<file path="src/rtl/snake_dir_ctrl.sv">
// Direction input conditioner: debounces four buttons, filters and queues turns, releases one per move tick.
// Latency: raw edge to press event 2+DEB_CYCLES cycles; the push/drop decision lands one cycle later.
// Backpressure: none upstream; a valid press into a full queue is dropped and flagged in sticky ovf.
// Optional reversal guard: define SNAKE_DIR_REVERSAL_GUARD_EN to also reject presses opposite the reference direction.
// Direction codes double as button indices: left=00, down=01, up=10, right=11.
module snake_dir_ctrl #(
  parameter int         DEB_CYCLES = 20000,
  parameter int         Q_DEPTH    = 2,
  parameter logic [1:0] INIT_DIR   = 2'b11
) (
  input  logic                       clk,
  input  logic                       clear_n,
  input  logic [3:0]                 btn,
  input  logic                       move_tick,
  input  logic                       game_clear,
  output logic [1:0]                 dir,
  output logic                       turned,
  output logic [$clog2(Q_DEPTH):0]   q_level,
  output logic                       drop,
  output logic                       ovf
);

  // Debounce counter width; DEB_CYCLES is expected to be at least 2.
  localparam int CW = (DEB_CYCLES > 2) ? $clog2(DEB_CYCLES) : 1;
  // FIFO pointer width; Q_DEPTH is a power of two so pointers wrap naturally.
  localparam int PW = $clog2(Q_DEPTH);
  localparam int LW = PW + 1;
  localparam logic [CW-1:0] CNT_LAST  = CW'(DEB_CYCLES - 1);
  localparam logic [LW-1:0] LVL_FULL  = LW'(Q_DEPTH);

  logic [3:0] sync_a;
  logic [3:0] sync_b;
  logic [3:0] press;

  // Two-flop synchroniser for the raw buttons.
  always_ff @(posedge clk or negedge clear_n) begin
    if (!clear_n) begin
      sync_a <= '0;
      sync_b <= '0;
    end else begin
      sync_a <= btn;
      sync_b <= sync_a;
    end
  end

  // One debouncer per button; press[i] pulses for one cycle when the stable level rises.
  for (genvar i = 0; i < 4; i++) begin : g_deb
    logic [CW-1:0] cnt;
    logic          stab;
    logic          prs;

    // Count consecutive cycles the synchronised level disagrees with the stable level.
    always_ff @(posedge clk or negedge clear_n) begin
      if (!clear_n) begin
        cnt  <= '0;
        stab <= 1'b0;
        prs  <= 1'b0;
      end else begin
        prs <= 1'b0;
        if (sync_b[i] == stab) begin
          cnt <= '0;
        end else if (cnt == CNT_LAST) begin
          cnt  <= '0;
          stab <= sync_b[i];
          prs  <= sync_b[i];
        end else begin
          cnt <= cnt + CW'(1);
        end
      end
    end

    assign press[i] = prs;
  end

  logic [1:0]    fifo_mem [Q_DEPTH];
  logic [PW-1:0] wr_ptr;
  logic [PW-1:0] rd_ptr;

  logic       press_any;
  logic [1:0] cand;
  logic [1:0] ref_dir;
  logic       q_empty;
  logic       q_full;
  logic       same_dir;
  logic       opp_dir;
  logic       reject;
  logic       do_push;
  logic       do_pop;

  // Pick one press (right > left > down > up) and judge it against the newest pending direction.
  always_comb begin
    press_any = |press;
    if (press[3])      cand = 2'b11;
    else if (press[0]) cand = 2'b00;
    else if (press[1]) cand = 2'b01;
    else               cand = 2'b10;

    q_empty = (q_level == '0);
    q_full  = (q_level == LVL_FULL);
    // The tail entry is what the snake will be heading after all queued turns apply.
    ref_dir = q_empty ? dir : fifo_mem[wr_ptr - PW'(1)];

    same_dir = (cand == ref_dir);
`ifdef SNAKE_DIR_REVERSAL_GUARD_EN
    opp_dir  = ((cand ^ ref_dir) == 2'b11);
`else
    opp_dir  = 1'b0;
`endif
    reject  = same_dir | opp_dir;
    do_push = press_any & ~reject & ~q_full & ~game_clear;
    do_pop  = move_tick & ~q_empty & ~game_clear;
  end

  // Queue storage; entries need no reset because the pointers define validity.
  always_ff @(posedge clk) begin
    if (do_push) begin
      fifo_mem[wr_ptr] <= cand;
    end
  end

  // Queue pointers, current direction and status flags; game_clear overrides press and tick.
  always_ff @(posedge clk or negedge clear_n) begin
    if (!clear_n) begin
      wr_ptr  <= '0;
      rd_ptr  <= '0;
      q_level <= '0;
      dir     <= INIT_DIR;
      turned  <= 1'b0;
      drop    <= 1'b0;
      ovf     <= 1'b0;
    end else if (game_clear) begin
      wr_ptr  <= '0;
      rd_ptr  <= '0;
      q_level <= '0;
      dir     <= INIT_DIR;
      turned  <= 1'b0;
      drop    <= 1'b0;
      ovf     <= 1'b0;
    end else begin
      turned <= do_pop;
      drop   <= press_any & (reject | q_full);
      if (press_any && !reject && q_full) begin
        ovf <= 1'b1;
      end
      if (do_push) begin
        wr_ptr <= wr_ptr + PW'(1);
      end
      if (do_pop) begin
        rd_ptr <= rd_ptr + PW'(1);
        dir    <= fifo_mem[rd_ptr];
      end
      case ({do_push, do_pop})
        2'b10:   q_level <= q_level + LW'(1);
        2'b01:   q_level <= q_level - LW'(1);
        default: q_level <= q_level;
      endcase
    end
  end

endmodule

</file>
<file path="config.mk">
export PLATFORM = sky130hd
export DESIGN_NAME = snake_dir_ctrl
export DESIGN_NICKNAME = d
export VERILOG_FILES = /design/src/rtl/snake_dir_ctrl.sv
export SDC_FILE = /design/constraint.sdc
export NUM_CORES = 1
export LEC_CHECK = 0
export ABC_AREA = 0
export BUFFER_PORTS_ARGS = -buffer_cell sky130_fd_sc_hd__buf_4
export CORE_MARGIN = 8
export CORE_UTILIZATION = 50
export CTS_BUF_LIST = sky130_fd_sc_hd__clkbuf_16
export CTS_CLUSTER_SIZE = 25
export DETAILED_ROUTE_END_ITERATION = 6
export PLACE_DENSITY = 0.67
export REMOVE_ABC_BUFFERS = 1
export SYNTH_ARGS = -nofsm -noshare
export SYNTH_HDL_FRONTEND = slang
export SYNTH_SLANG_ARGS = --single-unit
</file>
<file path="constraint.sdc">
create_clock -name clk -period 3.3 [get_ports clk]
set_input_delay 0.165 -clock clk [delete_from_list [all_inputs] [get_ports clk]]
set_output_delay 0.165 -clock clk [all_outputs]
set_load 0.005 [all_outputs]
</file>
=== After elaboration in Yosys (flattened, before gate mapping) ===
Memories as Yosys holds them, arrays and structs flattened.
Index checks and enable logic that the tools add are counted.

* Memories kept: 1
* Register bits after elaboration: 85
* Logic and storage cells: 105
* Input port bits: 8
* Memory bits (writable): 4
* Output and inout port bits: 7

{| class="wikitable"
|+ Memories
! memory !! words !! bits a word !! read ports !! clocked after memory_dff !! write ports !! line !! text
|-
| fifo_mem || 2 || 2 || 2 || 0 || 1 || 75 || <nowiki>logic [1:0] fifo_mem [Q_DEPTH];</nowiki>
|}

* Bitwise gates (word level): 15
* Reductions and logical operators: 13
* Equality and inequality tests: 12
* Mux-type cells: 34
* $add $sub $neg: 9

{| class="wikitable"
|+ Operators with widths
! kind !! count
|-
| 15-bit two-way mux || 8
|-
| 15-bit by 1-bit adder with 15-bit output (second input constant) || 4
|-
| 15-bit == test (second input constant) || 4
|-
| 1-bit two-way mux || 18
|-
| 2-bit two-way mux || 7
|-
| 1-bit NOT || 8
|-
| 2-bit AND reduction || 4
|-
| 1-bit bitwise AND || 6
|-
| 2-bit nonzero test || 3
|-
| 1-bit == test || 4
|-
| 2-bit == test (second input constant) || 2
|-
| 2-bit one-hot mux with 2 select lines || 1
|-
| 4-bit OR reduction || 1
|-
| 3-bit nonzero test || 1
|-
| 1-bit adder (second input constant) || 2
|-
| 2-bit by 1-bit adder with 2-bit output (second input constant) || 1
|-
| 2-bit by 1-bit == test with 1-bit output (second input constant) || 1
|-
| 2-bit == test || 1
|-
| 1-bit logical AND || 2
|-
| 2-bit logical NOT || 1
|-
| 2-bit by 1-bit subtractor with 2-bit output (second input constant) || 1
|-
| 1-bit logical NOT || 1
|-
| 1-bit bitwise OR || 1
|-
| 1-bit subtractor (second input constant) || 1
|}

=== Logic depth before layout (Yosys ltp) ===
* Word-level depth: 11
* Depth in mapped cells: 7

=== Least setup slack after synthesis ===
OpenSTA, ideal clock, no wires.

* Path type: reg2reg
* Start point: register q_level[0]
* End point: memory fifo_mem[1][0] (enable)
* Arrival: 1,781 ps
* Stages on the path, launching flop included: 6
* Path slack: 1,164 ps
* Buffers on the path: 0
* Library setup time: 355 ps
* Cell sequence: dfrtp_1 or2_1 a21oi_1 mux2i_1 nand2_1 nor4b_1

* Word-level cells in the longest chain between the ends: 9
* Elaborated cells between the ends (all ways): 11

{| class="wikitable"
|+ Ends and longest elaborated chain
! what !! line !! text
|-
| from (decl) || 18 || <nowiki>output logic [$clog2(Q_DEPTH):0] q_level,</nowiki>
|-
| from (signal assigned) || 153 || <nowiki>2'b10: q_level <= q_level + LW'(1);</nowiki>
|-
| from (signal assigned) || 154 || <nowiki>2'b01: q_level <= q_level - LW'(1);</nowiki>
|-
| from (signal assigned) || 155 || <nowiki>default: q_level <= q_level;</nowiki>
|-
| 2-bit logical NOT || 98 || <nowiki>q_empty = (q_level == '0);</nowiki>
|-
| 2-bit two-way mux || 101 || <nowiki>ref_dir = q_empty ? dir : fifo_mem[wr_ptr - PW'(1)];</nowiki>
|-
| 2-bit == test || 103 || <nowiki>same_dir = (cand == ref_dir);</nowiki>
|-
| 1-bit NOT || 110 || <nowiki>do_push = press_any & ~reject & ~q_full & ~game_clear;</nowiki>
|-
| 1-bit bitwise AND || 110 ||
|-
| 1-bit bitwise AND (*) (2 in series) || 110 ||
|-
| 1-bit two-way mux (*) || 116 || <nowiki>if (do_push) begin</nowiki>
|-
| 1-bit two-way mux (not written as such) (*) || 117 || <nowiki>fifo_mem[wr_ptr] <= cand;</nowiki>
|-
| to (decl) || 75 ||
|}

Every way passes the cells marked *; elsewhere a longest branch is shown, timed or not.

=== Worst setup path after layout ===
Same ends and word-level chain as after synthesis.

==> key figures <==
Synth
  – Compound-Gate Fraction of Synth Area: 0.0401
  – Avg Cell Area, Syn: approximately 11 sq um
  – Top-count cell post-synth: dfrtp_1
  – Area share of the largest cell type after synthesis: 0.516
  – Area share of xor/xnor cells in the synthesized design: 0.128
  – Syn Inst Count: 377
  – Synth Register Bits: 89
  – Asr flop ratio synth: 0.955
  – Synth area leaders: dfrtp_1, xor2_1, nor2_1
  – Post-synthesis sequential area ratio: 0.559
  – Post-synth EDFFs: 4
  – Ys flop type: dfrtp_1
  – Post-synthesis simple-gate area fraction: 0.219
  – Yosys cell types: between 40 and 50
  – Multiplexer share of the synthesized area: 0.0277
  – Commonest cells post-synth: dfrtp_1, nor2_1, xor2_1
  – Synth Warn #: 0
  – Synth Area in Adders: 0.0124
  – Netlist Area Pre-Place: ~0.0040 sq mm
  – Yosys top cell by area: dfrtp_1
  – Largest family of logic cells by synthesized area: simple AND/OR/NAND/NOR gates

Floorplan
  – Ports: 15
  – Die height: 106 um
  – Die area: about 0.011 sq mm
  – Total core area: ~0.008 sq mm
  – Die Width: 106 um
  – Starting density of the core: 0.518
  – Row cnt: 32

Setup path
  – Critical Path Max Stage Delay: 0.45 ns
  – CP max-delay cell: dfrtp_1
  – Worst-path cell chain: or2_1, a21oi_1, mux2i_1, nand2_1, nor4b_1
  – CP max FO: 9
  – Crit path buf inv count: 0
  – Critical R2R Launch: q_level[0]$_DFFE_PN0P_
  – CP Launch Type: flip-flop
  – Worst EP required: 3.28 ns
  – FF-to-FF End: fifo_mem[1][0]$_DFFE_PP_
  – WS Path Type: reg -> reg
  – CP delay by family, top: simple AND/OR/NAND/NOR gates
  – Crit. End Element: flip-flop
  – CP arrival: 2.40 ns
  – Reg2reg setup slack: 0.88 ns
  – Worst reg2reg path depth: 5

STA
  – Slew Viols, Final: 0
  – Period minus WS final: ~2.4 ns
  – Setup_tns: 0 ns
  – Clock skew: 0.00590 ns
  – Final setup viols: 0
  – Fmax: 413 MHz
  – Worst Tran Pin Value: 1.05 ns
  – RSZ-0062 raised after global routing: no
  – Tcrit/Tclk final: 0.734
  – Hold Violations, Final: 0
  – Rel. slew slack: 0.297

Global routing
  – Initial antenna violation count: 0
  – First-pass GRT wire length: 12.4 mm
  – All-Layer GR Usage: 0.132
  – Vias in the first global route: 2708
  – Pin count of the biggest net entering global routing: 86
  – Overflow after GRT: 0

Route
  – # DRC: 0
  – Initial DRC Count: between 100 and 150
  – Top Layer Used: met4
  – DR vias: 2729
  – First-pass DRT Iterations: 4
  – Post-route ant nets: 0
  – Detailed Route WL: 6.83 mm
  – Average wire per standard cell: 13.5 um
  – Met2 wire length: 3.03 mm
  – Routed wl met3: between 200 and 250 um
  – Vias per cell: 5.38
  – WL met1: 3.51 mm

Clocking
  – H-tree levels: 3
  – Max Root-Sink Buffers: 2
  – Post-CTS Setup Repair Bufs: 0
  – Worst skew pair latency: 0.33 ns
  – CTS Hold Bufs: 4
  – CTS Buf Count: 9
  – Clock transition at path regs: ~0.060 ns
  – CTS tree: done
  – PostCTS Resize Cnt: 0
  – TritonCTS Sinks: 89
  – Clock root buffer: clkbuf_16

Place
  – GPL Wtd Cong: around 0.85
  – Buffers on Ports: 14
  – Area post-placement: roughly 0.0042 sq mm
  – Hpwl dp: 4.52 mm

Power
  – Pwr Density: 463 mW/mm^2
  – Worst vdd ir: between 300 and 400 uV
  – Pleak: 2.00 nW

Final layout
  – Nets: around 410
  – Area of the multi-input gates: 0.00172 sq mm
  – FILL cells: 663
  – Layout area overhead: 12.7%
  – Final core occ: 0.584
  – Storage element area: 0.00225 sq mm
  – Ant. Diodes: 0
  – Finished Cell Area: 0.00454 sq mm
  – Layout cell share with drive strength beyond 1: 0.0914

Job
  – MaxCap Viol Count: 0

Hold path
  – Worst Hold Class: in -> async

Status
  – Status: completed
-- layer usage --
| metal | global-route usage | vias to the layer above |
|---|---|---|
| li1 | - | 1347 |
| met1 | 0.184 | 1340 |
| met2 | 0.193 | 35 |
| met3 | 0.0365 | 7 |
| met4 | 0.0472 | 0 |
| met5 | 0 | - |
-- worst max-delay path by stage --
stage	cells after the start	start	endpoint
6_report	5	q_level[0]$_DFFE_PN0P_	fifo_mem[1][0]$_DFFE_PP_
5_1_grt	5	q_level[0]$_DFFE_PN0P_	fifo_mem[1][0]$_DFFE_PP_
4_1_cts	5	q_level[0]$_DFFE_PN0P_	fifo_mem[1][0]$_DFFE_PP_
3_5_place_dp	5	q_level[0]$_DFFE_PN0P_	fifo_mem[1][0]$_DFFE_PP_
3_3_place_gp	5	q_level[0]$_DFFE_PN0P_	fifo_mem[1][0]$_DFFE_PP_
2_1_floorplan	5	q_level[0]$_DFFE_PN0P_	fifo_mem[1][0]$_DFFE_PP_
-- stage by stage --
| step | setup WS [ns] | hold slack [ns] | total power, mW | std cells |
|---|---|---|---|---|
| 2_1_floorplan | 1.16 | -0.131 | 1.18 | 371 |
| 3_3_place_gp | 1.03 | 0.274 | 1.22 | 487 |
| 3_5_place_dp | 0.919 | 0.276 | 1.22 | 487 |
| 4_1_cts | 0.870 | 0.0515 | 2.14 | 507 |
| 5_1_grt | 0.642 | 0.0702 | 2.19 | 507 |
| 6_report | 0.879 | 0.0209 | 2.10 | 507 |
-- registers in the layout, indices dropped and copies added (netlist names) --
name	count
drop	1
q_level	2
sync_a	4
g_deb.prs	4
rd_ptr	1
dir	2
ovf	1
g_deb.stab	4
wr_ptr	1
sync_b	4
g_deb.cnt	60
turned	1
fifo_mem	4
-- cells in the final DEF, fill, tap and decap left out, types with 5 or more instances in the layout --
cell,instances
and3_1,10
nor3_1,14
inv_1,8
buf_4,14
nor2_1,76
clkbuf_16,9
nand2_1,18
nand3_1,20
dfrtp_1,83
nand4_1,19
xnor2_1,22
xor2_1,37
mux2_2,5
-- logic make-up (layout without fill, tap and decap cells) --
logic type,Yosys count,after routing
fa+ha+maj,4,4
buf+inv,14,42
flops,89,89
simple gates,181,181
mux,10,10
compound gates,20,20
xor+xnor,59,59
-- cell type report --
| class | instances | area share |
|---|---|---|
| multi-input combinational | 274 | 0.380 |
| inverter | 8 | 0.00662 |
| timing repair buffer | 18 | 0.0320 |
| tap | 102 | 0.0281 |
| clock inverter | 7 | 0.00827 |
| clock buffer | 9 | 0.0496 |
| sequential | 89 | 0.496 |
-- where the power goes --
part / total [mW] / switching [mW] / internal [mW] / leakage (nW)
clock network: 0.902 / 0.402 / 0.500 / 0.126
registers: 1.13 / 0.0140 / 1.11 / 1.19
logic: 0.0707 / 0.0473 / 0.0234 / 0.685
No activity file was read; power rests on OpenSTA's default activity.
